==> config.mk <==
export PLATFORM = sky130hd
export DESIGN_NAME = fetch_mem_arbiter
export DESIGN_NICKNAME = d
export VERILOG_FILES = /design/src/rtl/fetch_mem_arbiter.sv
export SDC_FILE = /design/constraint.sdc
export NUM_CORES = 1
export LEC_CHECK = 0
export CAP_MARGIN = 20
export CORE_MARGIN = 2
export CORE_UTILIZATION = 49
export DETAILED_ROUTE_END_ITERATION = 10
export HOLD_SLACK_MARGIN = 0.15
export PLACE_DENSITY = 0.86
export SLEW_MARGIN = 20
export SYNTH_ARGS = -nofsm -noshare
export SYNTH_HDL_FRONTEND = slang
export SYNTH_SLANG_ARGS = --single-unit
==> constraint.sdc <==
create_clock -name clk -period 4.3 [get_ports clk]
set_input_delay 1.075 -clock clk [delete_from_list [all_inputs] [get_ports clk]]
set_output_delay 1.075 -clock clk [all_outputs]
set_load 0.02 [all_outputs]
==> src/rtl/fetch_mem_arbiter.sv <==
// ---------------------------------------------------------------------------
// fetch_mem_arbiter
// Round-robin arbiter between the instruction fetchers and the program-memory
// read channels. Each channel runs its own IDLE -> READ_WAITING -> RELAYING
// FSM; the returned instruction word goes back to the fetcher that owns the
// channel and is held until that fetcher drops its request.
//
// Ports:
//   clk                   clock, all state updates on the rising edge
//   reset                 asynchronous active-low reset
//   consumer_read_valid   per-fetcher request, held until served
//   consumer_read_address per-fetcher PC
//   consumer_read_ready   per-fetcher data-valid strobe (registered)
//   consumer_read_data    per-fetcher returned instruction (registered)
//   mem_read_valid        per-channel memory request (registered)
//   mem_read_address      per-channel memory address (registered)
//   mem_read_ready        per-channel memory response valid
//   mem_read_data         per-channel memory response data
// ---------------------------------------------------------------------------
module fetch_mem_arbiter #(
  parameter int ADDR_BITS     = 8,
  parameter int DATA_BITS     = 16,
  parameter int NUM_CONSUMERS = 4,
  parameter int NUM_CHANNELS  = 1
) (
  input  logic                                      clk,
  input  logic                                      reset,
  input  logic [NUM_CONSUMERS-1:0]                  consumer_read_valid,
  input  logic [NUM_CONSUMERS-1:0][ADDR_BITS-1:0]   consumer_read_address,
  output logic [NUM_CONSUMERS-1:0]                  consumer_read_ready,
  output logic [NUM_CONSUMERS-1:0][DATA_BITS-1:0]   consumer_read_data,
  output logic [NUM_CHANNELS-1:0]                   mem_read_valid,
  output logic [NUM_CHANNELS-1:0][ADDR_BITS-1:0]    mem_read_address,
  input  logic [NUM_CHANNELS-1:0]                   mem_read_ready,
  input  logic [NUM_CHANNELS-1:0][DATA_BITS-1:0]    mem_read_data
);

  localparam int          PTR_W = (NUM_CONSUMERS > 1) ? $clog2(NUM_CONSUMERS) : 1;
  localparam int unsigned NC_U  = 32'(NUM_CONSUMERS);

  typedef enum logic [1:0] {
    ST_IDLE         = 2'd0,
    ST_READ_WAITING = 2'd1,
    ST_RELAYING     = 2'd2
  } state_t;

  state_t                                 state_r [NUM_CHANNELS];
  logic [NUM_CHANNELS-1:0][PTR_W-1:0]     owner_r;
  logic [NUM_CONSUMERS-1:0]               claim_r;
  logic [PTR_W-1:0]                       rr_ptr_r;

  logic [NUM_CHANNELS-1:0]                grant_s;
  logic [NUM_CHANNELS-1:0][PTR_W-1:0]     winner_s;
  logic [PTR_W-1:0]                       rr_next_s;

  // (base + off) modulo NUM_CONSUMERS, for off < NUM_CONSUMERS
  function automatic logic [PTR_W-1:0] wrap_idx(input logic [PTR_W-1:0] base,
                                                input int unsigned     off);
    int unsigned sum_v;
    sum_v = 32'(base) + off;
    if (sum_v >= NC_U) begin
      sum_v = sum_v - NC_U;
    end else begin
      sum_v = sum_v;
    end
    return sum_v[PTR_W-1:0];
  endfunction

  // Grant selection: channels pick in ascending order, each seeing the claims
  // and round-robin pointer left by the lower-numbered channels this cycle.
  always_comb begin : arb_comb
    logic [NUM_CONSUMERS-1:0] claim_v;
    logic [PTR_W-1:0]         ptr_v;
    logic [PTR_W-1:0]         idx_v;
    logic [PTR_W-1:0]         win_v;
    logic                     found_v;
    claim_v  = claim_r;
    ptr_v    = rr_ptr_r;
    idx_v    = '0;
    win_v    = '0;
    found_v  = 1'b0;
    grant_s  = '0;
    winner_s = '0;
    for (int c = 0; c < NUM_CHANNELS; c++) begin
      found_v = 1'b0;
      win_v   = '0;
      if (state_r[c] == ST_IDLE) begin
        for (int k = 0; k < NUM_CONSUMERS; k++) begin
          idx_v = wrap_idx(ptr_v, 32'(k));
          if (!found_v && consumer_read_valid[idx_v] && !claim_v[idx_v]) begin
            found_v = 1'b1;
            win_v   = idx_v;
          end else begin
          end
        end
        if (found_v) begin
          claim_v[win_v] = 1'b1;
          ptr_v          = wrap_idx(win_v, 32'd1);
          grant_s[c]     = 1'b1;
          winner_s[c]    = win_v;
        end else begin
        end
      end else begin
      end
    end
    rr_next_s = ptr_v;
  end

  // Per-channel FSMs, claim bits, round-robin pointer and all outputs.
  always_ff @(posedge clk or negedge reset) begin
    if (!reset) begin
      for (int c = 0; c < NUM_CHANNELS; c++) begin
        state_r[c] <= ST_IDLE;
      end
      owner_r             <= '0;
      claim_r             <= '0;
      rr_ptr_r            <= '0;
      mem_read_valid      <= '0;
      mem_read_address    <= '0;
      consumer_read_ready <= '0;
      consumer_read_data  <= '0;
    end else begin
      rr_ptr_r <= rr_next_s;
      for (int c = 0; c < NUM_CHANNELS; c++) begin
        case (state_r[c])
          ST_IDLE: begin
            if (grant_s[c]) begin
              claim_r[winner_s[c]] <= 1'b1;
              owner_r[c]           <= winner_s[c];
              mem_read_valid[c]    <= 1'b1;
              mem_read_address[c]  <= consumer_read_address[winner_s[c]];
              state_r[c]           <= ST_READ_WAITING;
            end
          end
          ST_READ_WAITING: begin
            // The read completes even if the fetcher already gave up.
            if (mem_read_ready[c]) begin
              consumer_read_data[owner_r[c]]  <= mem_read_data[c];
              consumer_read_ready[owner_r[c]] <= 1'b1;
              mem_read_valid[c]               <= 1'b0;
              state_r[c]                      <= ST_RELAYING;
            end
          end
          ST_RELAYING: begin
            if (!consumer_read_valid[owner_r[c]]) begin
              consumer_read_ready[owner_r[c]] <= 1'b0;
              claim_r[owner_r[c]]             <= 1'b0;
              state_r[c]                      <= ST_IDLE;
            end
          end
          default: begin
            mem_read_valid[c] <= 1'b0;
            state_r[c]        <= ST_IDLE;
          end
        endcase
      end
    end
  end

endmodule

Word level (Yosys, flattened, before mapping)
Index checks and enable logic that the tools add are counted.
Widths: inputs -> output; s select.
{ "totals": {"regBits": 87, "word_cells": 136, "in_bits": 55} }
{ "op_classes": {"bitwise_logic": 6, "eq_ne": 5, "n_mux": 66, "add_sub_neg": 9, "n_lt_le_gt_ge": 13, "reduce_logical": 26} }
{ "op_table": {"columns": ["cell", "n"], "rows": [
  ["$bwmux 64", 1],
  ["$mux 2", 19],
  ["$demux 16 s2", 1],
  ["$mux 1", 23],
  ["$bmux 1 s2", 9],
  ["$lt 2x3->1 const B", 6],
  ["$bmux 8 s2", 1],
  ["$mux 16", 1],
  ["$mux 4", 4],
  ["$pmux 4 s2", 2],
  ["$ge 3x3->1 const B", 4],
  ["$reduce_and 3->1", 4],
  ["$sub 2x1->2 const B", 5],
  ["$logic_and 1x1->1", 9],
  ["$and 4x4->4", 2],
  ["$mux 8", 1],
  ["$or 4x4->4", 2],
  ["$logic_not 1->1", 7],
  ["$add 2x1->3 const B", 2],
  ["$add 2x2->3 const B", 2],
  ["$ne 2x2->1 const B", 3],
  ["$pmux 2 s3", 1],
  ["$reduce_and 2->1", 3],
  ["$demux 1 s2", 2],
  ["other kinds (9)", 11]
]} }

Depth between registers and ports, before layout
Gate-level depths: netlist of the first run.
{ "depth": {"depth_word": 33, "mapped_depth": 8} }

Least setup slack after synthesis of the first run
Ideal clock, no wire load.
{ "synth_timing": {"path_type": "in2reg", "from": "in consumer_read_valid[1]", "to": "reg mem_read_address[6] (netlist name)", "slack_ns": 1.903, "path_stages": 8, "setup_ns": 0.111, "required_ns": 4.189, "t_arrival_ns": 2.286, "cell_sequence": "and2b_2 > a31oi_1 > o211ai_2 > o2111a_1 > buf_6 > buf_12 > mux2i_1 > a222oi_1"} }
{ "synth_via": {"elab_chain_cells": 24} }
{ "synth_rtl": {"columns": ["item", "line_no", "text"], "rows": [
  ["start, declared", "28", "input logic [NUM_CONSUMERS-1:0] consumer_read_valid,"],
  ["$bmux 1 s2", "90", "if (!found_v && consumer_read_valid[idx_v] && !claim_v[idx_v]) begin"],
  ["$mux 1 (not written as such)", "90", null],
  ["$logic_and 1x1->1", "90", null],
  ["$mux 1", "90", null],
  ["$mux 1", "87", "if (state_r[c] == ST_IDLE) begin"],
  ["$logic_not 1->1", "90", null],
  ["$logic_and 1x1->1 (2 in series)", "90", null],
  ["$mux 1", "90", null],
  ["(+6 left out)", null, null],
  ["$logic_not 1->1", "90", null],
  ["$logic_and 1x1->1 (2 in series)", "90", null],
  ["$mux 2 or $mux 1 (tied branches)", "90", null],
  ["$mux 2 or $mux 1 (tied branches)", "87", null],
  ["$mux 2", "96", "if (found_v) begin"],
  ["$mux 2", "87", null],
  ["$bmux 8 s2", "131", "mem_read_address[c] <= consumer_read_address[winner_s[c]];"],
  ["$mux 8 (not written as such)", "131", null],
  ["end signal, assigned by index", "131", null],
  ["end, declared", "33", "output logic [NUM_CHANNELS-1:0][ADDR_BITS-1:0] mem_read_address,"]
]} }
Several ways; a longest one is shown, not always the timed one. The select of a mux whose other input is x is not followed.
A chain may end at the register's enable or synchronous reset.

Final worst setup path of the first run
{ "layout_timing": {"from": "in consumer_read_valid[0]", "to": "reg mem_read_address[1] (netlist name)"} }
The elaborated chain is that of the path after synthesis.

==> qor.csv, run 1 <==
metric,value,unit
pwr dens,749,mW/mm2
chip width,91.8,um
Slew Limit Fails,0,
largest net degree at the start of global routing,88,
Std-Cell Rows,31,
post-CTS setup buffers,0,
"Seq/Total Area, Yosys",57.7,%
GP Congestion,0.799,
Leak Pwr,2.33,nW
layout cells sized above 1,25.0,%
die area,0.00842,mm2
"top cells by count, synth","dfrtp_1 (87), mux2_2 (68), mux2i_1 (16)",
switching power,1.53,mW
worst vdd ir,0.398,mV
DR vias/cell,5.34,
Syn Area/Cell,13.8,um2
total grt overflow,0,
CORE AREA,0.00737,mm2
CP arrival,3.41,ns
Worst Setup End Kind,flop,
Setup TNS Final,0,ns
crit path time final,3.17,ns
Fmax achieved,315,MHz
Clock Sinks,87,
design internal power,2.50,mW
Worst Tran Pin Value,0.825,ns
Detail Route Antenna Nets,0,
Logic pwr share,51.1,%
root buf cell,clkbuf_8,
vias,2751,
Netlist cell types,42,
CTS Buf Count,9,
Synth top area share,57.7,%
Port Buffer Count,131,
Mapped Cells,274,
post-cts resize count,0,
Detailed Place HPWL,6520,um
hold_buf cts,0,
Synth area leaders,"dfrtp_1 (58%), mux2_2 (20%), mux2i_1 (4.2%)",
clock skew,0.0109,ns
Yosys warnings,0,
Non-Filler Instances,515,
nets@finish,466,
Crit path required time,4.54,ns
FILL cells,528,
WL final,9140,um
RSZ-0062 raised after global routing,false,
# diodes,0,
initial core utilization,51.2,%
Hold/Removal Path Class,flop to flop,
synthesized area,0.00377,mm2
Final period util,73.8,%
vias in the first global route,2845,
Flop pwr share,35.9,%
drt drc,0,
"Clk Latency, worst-skew pair",0.35,ns
Setup CP Type,input pin to flop,
area grow syn2layout,42.5,%
Clock Tree Buf Depth,2,
Max-Cap Viols,0,
TritonRoute pass-1 iters,6,
Sw Share,38.0,%
worst rel slew slack,45.0,%
final hold violations,0,
Initial DRC Count,141,
number of enable flip-flop cells after synthesis,0,
CTS tree,built,
"FF+latch count, synth",87,
most frequent cell after synthesis,dfrtp_1,
CP max FO,16,
initial antenna violation count,0,
status,"finished, final reports clean",
Ports,132,
clock-pin slew on the worst setup and hold paths,0.08,ns
Clk pwr share,13.0,%
H-Tree Level Count,3,
Worst Setup Start Kind,input pin,
Yosys top cell by area,dfrtp_1,
fraction of registers with async set/reset,100,%
first-pass GRT wire length,14700,um
Most used DFF post-synth,dfrtp_1,
Total GRT Usage,22.3,%
Avg WL per Cell,17.7,um
Syn Nets,329,
Placed Instances,499,
Die H,91.8,um
Final setup viols,0,
cell families (layout without fill, tap and decap cells):
| logic type | count (synthesis) | after routing | share of synthesized area [%] |
|---|---|---|---|
| flip-flops | 87 | 87 | 57.7 |
| multiplexers | 85 | 85 | 25.2 |
| AND/OR/NAND/NOR | 45 | 45 | 6.86 |
| AO/OA/AOI/OAI | 36 | 36 | 7.23 |
| buffers and inverters | 21 | 163 | 2.98 |
worst paths after layout:
kind                            slack, ns                      to  cells after the start                   start
worst max register to register       1.96     mem_read_address[1]                      6              claim_r[1]
max in group asynchronous            2.98  consumer_read_data[11]                      1                   reset
min in group asynchronous            0.74             rr_ptr_r[0]                      1                   reset
worst max-delay path                 1.13     mem_read_address[1]                      7  consumer_read_valid[0]
worst min register to register       0.50                    flop                      1                    flop
worst min-delay path                 0.50                    flop                      1                    flop
placed cells by master, fill, tap and decap left out, types with 2 or more instances in the layout:
cell	instances
nand3_1	4
nor2b_1	2
a31oi_1	2
nand2b_1	4
nand3b_1	2
a21oi_1	5
clkinvlp_4	3
mux2_2	68
nor2_1	7
buf_4	5
clkdlybuf4s50_1	130
mux2i_1	16
nand2_1	11
o21ai_0	7
a21o_1	2
nand2b_4	2
clkbuf_8	10
nor2_2	3
nor3_1	2
a222oi_1	4
dfrtp_1	87
inv_1	11
o21ai_2	4
sequential cells by signal (all words and copies together), names as in the netlist, named ones only:
signal              cells
claim_r                 4
state_r                 2
rr_ptr_r                2
consumer_read_data     64
mem_read_address        8
mem_read_valid          1
owner_r                 2
layout make-up:
cell class,instances,area (um2),share of cell area [%]
clock inverter,6,45.0,0.838
sequential,87,2180,40.5
multi-input combinational,166,1500,27.9
inverter,11,41.3,0.768
tap,99,124,2.30
clock buffer,10,138,2.56
timing repair buffer,136,1350,25.1
stage by stage:
step	utilization [%]	setup slack, ns	power [mW]	hold slack [ns]	cell area, um2
after global placement	70.4	0.914	3.44	0.461	5190
after global routing	73.0	0.967	4.25	0.517	5380
final	73.0	1.13	4.03	0.495	5380
after CTS	72.9	1.16	4.06	0.501	5370
after detailed placement	70.4	0.782	3.52	0.475	5190
after floorplan	-	1.90	2.56	0.477	3770
critical path, cell delays in order:
cell             delay, ns
clkdlybuf4s50_1       0.57
and2b_1               0.26
a21oi_1               0.06
o21ai_0               0.19
o2111a_1              0.75
mux2i_1               0.17
a222oi_1              0.32
power groups by stage:
stage	clock, mW	combinational, mW	sequential, mW
2_1_floorplan	0	0.719	1.84
3_3_place_gp	0	2.01	1.43
3_5_place_dp	0	2.06	1.46
4_1_cts	0.537	2.07	1.45
5_1_grt	0.572	2.17	1.50
6_report	0.525	2.06	1.45
per-layer routing:
| layer | wire length (um) | track usage, % | share of wire [%] |
|---|---|---|---|
| met5 | 0 | 0 | 0 |
| met2 | 4610 | 36.7 | 50 |
| met3 | 521 | 6.66 | 5.7 |
| met1 | 3790 | 28.7 | 42 |
| met4 | 214 | 6.72 | 2.3 |
Note: power is estimated with default switching activity, not from simulation.
==> inputs of run 2 (changes only) <==
- CORE_UTILIZATION: 49 -> 41
- PLACE_DENSITY: 0.86 -> 0.77
- clock period: 4.3 -> 2.8 ns (I/O delays scaled with it)
==> run 2 against run 1 <==
Utilization down 12 points. Setup slack worse by 0.70 ns. Total power grew 60%. Clock skew is 0.0050 ns lower. Combinational power grew 57%. Die area rose by 19%. Critical endpoint is now mem_read_address[5]. Largest power group unchanged.
==> qor.csv, run 2 (synthesis gave the netlist of run 1 again) <==
metric,value,unit,change
status,"finished, final reports clean",,unchanged
WL final,9300,um,was 9140 um
layout cells sized above 1,26.2,%,was 25.0%
Worst Tran Pin Value,0.557,ns,was 0.825 ns
Die H,99.9,um,was 91.8 um
Largest register FFs,64,,unchanged
Ports,132,,unchanged
post-CTS setup buffers,0,,unchanged
# diodes,0,,unchanged
Worst Setup Start Kind,input pin,,unchanged
Slew Limit Fails,0,,unchanged
post-cts resize count,0,,unchanged
Initial DRC Count,84,,was 141
initial antenna violation count,0,,unchanged
dpl ws,0.0553,ns,was 0.782 ns
root buf cell,clkbuf_8,,unchanged
Port Buffer Count,131,,unchanged
Clock Tree Buf Depth,2,,unchanged
drt drc,0,,unchanged
CP max FO,16,,unchanged
total grt overflow,0,,unchanged
hold_buf cts,0,,unchanged
worst rel slew slack,62.9,%,was 45.0%
"leading cell types in the layout, fill and taps excluded","clkdlybuf4s50_1 (130), dfrtp_1 (87), mux2_2 (68), mux2i_1 (16)",,unchanged
area grow syn2layout,47.0,%,was 42.5%
Max-Cap Viols,0,,unchanged
Final period util,84.8,%,
biggest regs,"consumer_read_data (64), mem_read_address (8), claim_r (4)",,unchanged
Setup TNS Final,0,ns,unchanged
Clock Sinks,87,,unchanged
CP arrival,2.66,ns,was 3.41 ns
pwr dens,1160,mW/mm2,was 749 mW/mm2
Placed Instances,518,,was 499
first-pass GRT wire length,15400,um,was 14700 um
worst vdd ir,0.589,mV,was 0.398 mV
TritonRoute pass-1 iters,5,,was 6
Hold/Removal Path Class,input pin to async pin,,was flop to flop
chip width,99.9,um,was 91.8 um
largest net degree at the start of global routing,43,,was 88
die area,0.00999,mm2,was 0.00842 mm2
"Clk Latency, worst-skew pair",0.35,ns,about the same
clock skew,0.00591,ns,was 0.0109 ns
GP Congestion,0.902,,was 0.799
Std-Cell Rows,35,,was 31
initial core utilization,41.6,%,was 51.2%
"commonest non-fill, non-tap cell in the layout",clkdlybuf4s50_1,,unchanged
Crit path required time,3.09,ns,was 4.54 ns
Biggest register,consumer_read_data,,unchanged
CTS tree,built,,unchanged
CTS Buf Count,9,,unchanged
DR vias/cell,5.11,,was 5.34
Final WS setup,0.425,ns,was 1.13 ns
H-Tree Level Count,3,,unchanged
Non-Filler Instances,534,,was 515
Total GRT Usage,19.6,%,was 22.3%
final hold violations,0,,unchanged
total power,6.44,mW,was 4.03 mW
vias in the first global route,3022,,was 2845
Fmax achieved,421,MHz,
vias,2728,,was 2751
Detail Route Antenna Nets,0,,unchanged
Hold Worst Slack,0.321,ns,was 0.495 ns
RSZ-0062 raised after global routing,false,,unchanged
clock-pin slew on the worst setup and hold paths,0.09,ns,was 0.08 ns
crit path time final,2.38,ns,
Worst Setup End Kind,flop,,unchanged
Leak Pwr,2.41,nW,was 2.33 nW
CORE AREA,0.00906,mm2,was 0.00737 mm2
Detailed Place HPWL,6850,um,was 6520 um
nets@finish,473,,was 466
Avg WL per Cell,17.4,um,was 17.7 um
Setup CP Type,input pin to flop,,unchanged
FILL cells,722,,was 528
Final setup viols,0,,unchanged
[run 2: cell types whose count changed in the layout (fill, tap and decap cells not counted), sizes merged]
cell      before  now
clkinvlp       3    0
clkbuf        10    9
buf            6   13
bufinv         0    2
inv           12   14
[run 2: where the power goes]
part / switching (mW) / internal (mW)
registers: 0.367 / 1.85
clock network: 0.481 / 0.516
logic: 1.54 / 1.69
[run 2: cell type report]
| class | instances | area, um2 | share of cell area, % |
|---|---|---|---|
| clock inverters | 7 | 103 | 1.85 |
| flip-flops and latches | 87 | 2180 | 39.2 |
| multi-input cells | 166 | 1500 | 27.1 |
| inverters | 11 | 41.3 | 0.744 |
| repair buffers | 143 | 1460 | 26.3 |
| clock buffers | 9 | 124 | 2.23 |
| well taps | 111 | 139 | 2.50 |
[run 2: stage by stage]
stage / util [%] / area (um2)
2_1_floorplan: - / 3770
3_3_place_gp: 58.7 / 5320
3_5_place_dp: 58.7 / 5320
4_1_cts: 61.2 / 5550
5_1_grt: 61.2 / 5550
6_report: 61.2 / 5550
[run 2: path summary, 6_finish.rpt]
path | to | startpoint | slack [ns] | depth (start not counted)
worst max-delay path | mem_read_address[5] | consumer_read_valid[0] | 0.42 | 8
worst min-delay path | mem_read_address[2] | reset | 0.32 | 1
worst max register to register | mem_read_address[2] | rr_ptr_r[1] | 0.77 | 7
worst min register to register | mem_read_address[5] | mem_read_address[5] | 0.49 | 2
max in group asynchronous | consumer_read_data[0] | reset | 1.85 | 2
min in group clk | mem_read_address[5] | mem_read_address[5] | 0.49 | 2
[run 2: critical path, cell delays in order]
cell	delay, ns
clkdlybuf4s50_1	0.56
and2b_1	0.25
a21oi_1	0.06
o21ai_0	0.17
o2111a_1	0.28
buf_12	0.17
mux2_2	0.35
o21ai_2	0.11
[run 2: layer usage]
metal / vias to the layer above / track usage (%) / share of wire, %
met5: - / 0 / 0
met4: 0 / 6.53 / 1.3
met3: 10 / 5.71 / 6.3
met2: 77 / 31.5 / 49
met1: 1367 / 25.5 / 43
li1: 1274 / - / -
==> patch 1 (config.mk and constraints of run 1) <==
The parameter `ADDR_BITS` goes from 8 to 10.
--- a/src/rtl/fetch_mem_arbiter.sv
+++ b/src/rtl/fetch_mem_arbiter.sv
@@ -20,3 +20,3 @@
 module fetch_mem_arbiter #(
-  parameter int ADDR_BITS     = 8,
+  parameter int ADDR_BITS     = 10,
   parameter int DATA_BITS     = 16,
Interface: changed (resized consumer_read_address and mem_read_address); port bits go from 132 to 142. No check against the original RTL was run, so the function may have changed too.
==> patch 1 against run 1 <==
Count of clock-buffer cells in the layout did not move. Non-clock buffer count rose by 10. Design area rose by 1.4%. Total power rose by 5.2%. Sequential cell count is 2 higher. Area after synthesis fell by 1.4%. Wire length is essentially flat. Setup slack gained 0.15 ns. Largest cell class unchanged.
==> patch 1: results (changes against run 1) <==
[global_route]
grt_pass1_wl_mm=14.97  ; +1.6%
grt_antenna_before_repair=0  ; unchanged
grt_pass1_vias=2915  ; +2.5%
track_usage_pct=23.14  ; +0.81 points
grt_max_degree=90  ; +2.3%

[routing]
wl_met1_mm=3.623  ; -4.5%
firstDrtPassIters=4  ; -2
drtIter0Drc=124  ; -12%
via_per_inst=5.238  ; -1.9%
wl_met3_um=520  ; -0.19%
wl_met2_mm=4.689  ; +1.8%
highest_layer=met4
wl_mm=9.137  ; about the same

[layout]
n_fill_cell=506  ; -4.2%
drive_gt1_share_pct=22.01  ; -3.0 points
top_regs=consumer_read_data: 64 flops, mem_read_address: 10 flops, claim_r: 4 flops
fin_nets=477  ; +2.4%

[clocking]
clock-root-buffer=clkbuf_8
cts.path.max_buffers=2  ; unchanged
htree_levels=3  ; unchanged

[status]
status=completed

[placement]
dp.final_hpwl_mm=6.719  ; +3.1%
place_congestion=0.8057  ; +0.84%
port_buffers=141  ; +7.6%

[synthesis]
synth.area.mux_share_pct=25.92  ; +0.68 points
synth_area_leaders=dfrtp_1 60%, mux2_2 20%, mux2i_1 5.6%
synth_fa_ha_area_share_pct=0  ; unchanged
synth_fp_nets=333  ; +1.2%
seq_area_frac_synth_pct=59.83  ; +2.1 points
synthXorXnorAreaFrac_pct=0.2353  ; +0.24 points
ys_types=33  ; -21%
synth.top_cells.by_count=89 x dfrtp_1, 65 x mux2_2, 21 x mux2i_1, 21 x nand2_1, 14 x o21ai_0
synth_compound_area_share_pct=5.748  ; -1.5 points
async_reset_ff_share_pct=100.0  ; unchanged

[power]
peakVddDrop_v=0.0004183  ; +5.1%
leakagePower_uw=0.002315  ; -0.64%

[setup_path]
path_max_fanout=12  ; -4
reg2reg_slack_ns=2.15  ; +0.19 ns
crit_family=compound AO/OA/AOI/OAI gates
slowest_delay_ns=0.85  ; +0.10 ns
crit_start=consumer_read_valid[0]
r2r_start=claim_r[0]
cp_slowest_cell=o41ai_2
arrival_ns=3.23  ; -0.18 ns
worst_r2r_path_depth=4  ; -2
endpoint=mem_read_address[9]

[timing]
finalClockSkew_ns=0.007539  ; -0.003326 ns
relSlewSlack_pct=40.62  ; -4.4 points

[hold_path]
hp-class=flop to flop

patch 1: cells by family after synthesis:
group | count (synthesis)
compound gates | 31
xor+xnor | 1
buf+inv | 16
flops | 89
mux | 87
simple gates | 46
patch 1: cell type report:
class / instances / area, sq um / share of cell area, %
flip-flops and latches: 89 / 2227 / 40.85
repair buffers: 146 / 1450 / 26.60
multi-input cells: 165 / 1430 / 26.23
clock buffers: 10 / 127.6 / 2.341
well taps: 99 / 123.9 / 2.272
clock inverters: 5 / 81.33 / 1.492
inverters: 3 / 11.26 / 0.2066
patch 1: power breakdown:
group	total [uW]	switching, uW	internal, uW
sequential	1490	241	1250
combinational	2140	1040	1110
clock	605	280	324
patch 1: worst min path at each step:
stage               cells past startpoint                    from  slack, ns                      to
global placement                        1                    flop       0.47                    flop
CTS                                     2     mem_read_address[0]       0.50     mem_read_address[0]
floorplan                               2              claim_r[3]       0.46              claim_r[3]
global route                            1  consumer_read_data[37]       0.52  consumer_read_data[37]
detailed placement                      2     mem_read_address[0]       0.48     mem_read_address[0]
finish                                  2     mem_read_address[4]       0.50     mem_read_address[4]
patch 1: metal layers:
layer	vias to the layer above	track usage (%)
li1	1261	-
met4	0	11.87
met5	-	0
met1	1341	27.70
met3	25	5.726
met2	81	38.77
patch 1: worst min-delay path, cell delays in order (launching register included):
cell and delay, ns:
dfrtp_1 0.35, nand2_1 0.05, o221ai_1 0.06
patch 1: per-stage QoR:
stage	instance area (sq um)	setup WS [ns]	std cells	total power (uW)	utilization [%]
finish	5451	1.279	517	4238	74.76
global route	5451	1.094	517	4470	74.76
CTS	5448	1.326	517	4275	74.71
detailed placement	5239	0.9623	502	3665	71.84
global placement	5239	1.078	502	3589	71.84
floorplan	3722	1.864	270	2633	-
==> patch 2 (flow settings as in run 1) <==
Made on the original files. Reset style: synchronous (`reset`), changed in one clocked block. Comments in the files are not updated.
--- a/src/rtl/fetch_mem_arbiter.sv
+++ b/src/rtl/fetch_mem_arbiter.sv
@@ -109,3 +109,3 @@
   // Per-channel FSMs, claim bits, round-robin pointer and all outputs.
-  always_ff @(posedge clk or negedge reset) begin
+  always_ff @(posedge clk) begin
     if (!reset) begin
Function: differs if reset is asserted again (counterexample within 4 cycles, from zero or initial values and one cycle with reset low); with reset held inactive, the same outputs for 4 cycles.
==> patch 2 against run 1 <==
Wire length is 21% higher. Global-route usage is 4.0 points higher. Largest cell class unchanged. Area after synthesis is 2.5% lower. Via count is 35% higher. Sequential cell count stayed put. Critical path depth stayed put. Fmax is 3.8% higher. Core utilization is 1.6 points lower. Setup slack better by 0.12 ns. Design area is 3.7% lower. Worst hold slack worse by 0.039 ns.
Power is not compared: it rests on default switching activity, and its combinational part moved more than twofold at a synthesized area within 25%.
==> patch 2: results (changes against run 1) <==
[layout]
nNonClkBuffers=135  ; -0.74%
signal_buffer_area_fraction_pct=25.89  ; +0.79 points
fin_nets=620  ; +33%
inverters_excl_clock=2  ; -9
clock_area_share_pct=3.986  ; +0.59 points
drive_gt1_share_pct=5.789  ; -19 points
post-route-util_pct=71.42  ; -1.6 points
multi_input_area_sq_um=1739  ; +16%
n_fill_cell=586  ; +11%

[placement]
dp_cells=653  ; +31%
dp.final_hpwl_mm=7.730  ; +19%

[synthesis]
syn_area_per_cell_sq_um=8.126  ; -41%
synthXorXnorAreaFrac_pct=0.2379  ; +0.24 points
ys_types=41  ; -2.4%
synth-main-ff-cell=dfxtp_1
async_reset_ff_share_pct=0  ; -100 points
seq_area_frac_synth_pct=47.86  ; -9.8 points
synth.top_cells.by_count=142 x nand2_1, 88 x a21oi_1, 85 x dfxtp_1

[global_route]
met1_usage_pct=31.20  ; +2.5 points
use_met3_pct=4.758  ; -1.9 points
grt_pass1_vias=3623  ; +27%
grt_util_met2_pct=46.33  ; +9.6 points
track_usage_pct=26.38  ; +4.0 points

[routing]
drtIter0Drc=233  ; +65%

[timing]
hold_slack_ns=0.4561  ; -0.03904 ns

[setup_path]
arrival_ns=3.30  ; -0.11 ns
r2r_start=claim_r[2]
crit_start=consumer_read_valid[2]
worstReg2RegEnd=claim_r[1]
reg2reg_slack_ns=2.17  ; +0.21 ns

[status]
status=completed

[patch 2: changes by cell type in the layout (fill, tap and decap cells not counted), sizes merged, moves of 3 or more]
| cell | change |
|---|---|
| o21ai | -5 |
| nand2 | +132 |
| a21oi | +84 |
| o211ai | +22 |
| or3 | +5 |
| nand3 | -3 |
| dfxtp | +85 |
| a222oi | -4 |
| dfrtp | -87 |
| inv | -9 |
| and2b | -3 |
| mux2 | -67 |
[patch 2: report_power, final]
| group | total (uW) | internal (uW) | switching, uW |
|---|---|---|---|
| Combinational | 922 | 393 | 529 |
| Clock | 584 | 286 | 298 |
| Sequential | 1040 | 935 | 105 |
[patch 2: worst register-to-register path: cells and delay by family (launching register included)]
| kind | cells | cell delay [ns] |
|---|---|---|
| compound gates | 2 | 0.94 |
| flops | 1 | 0.36 |
| mux | 1 | 0.31 |
| simple gates | 2 | 0.24 |
| buf+inv | 1 | 0.19 |
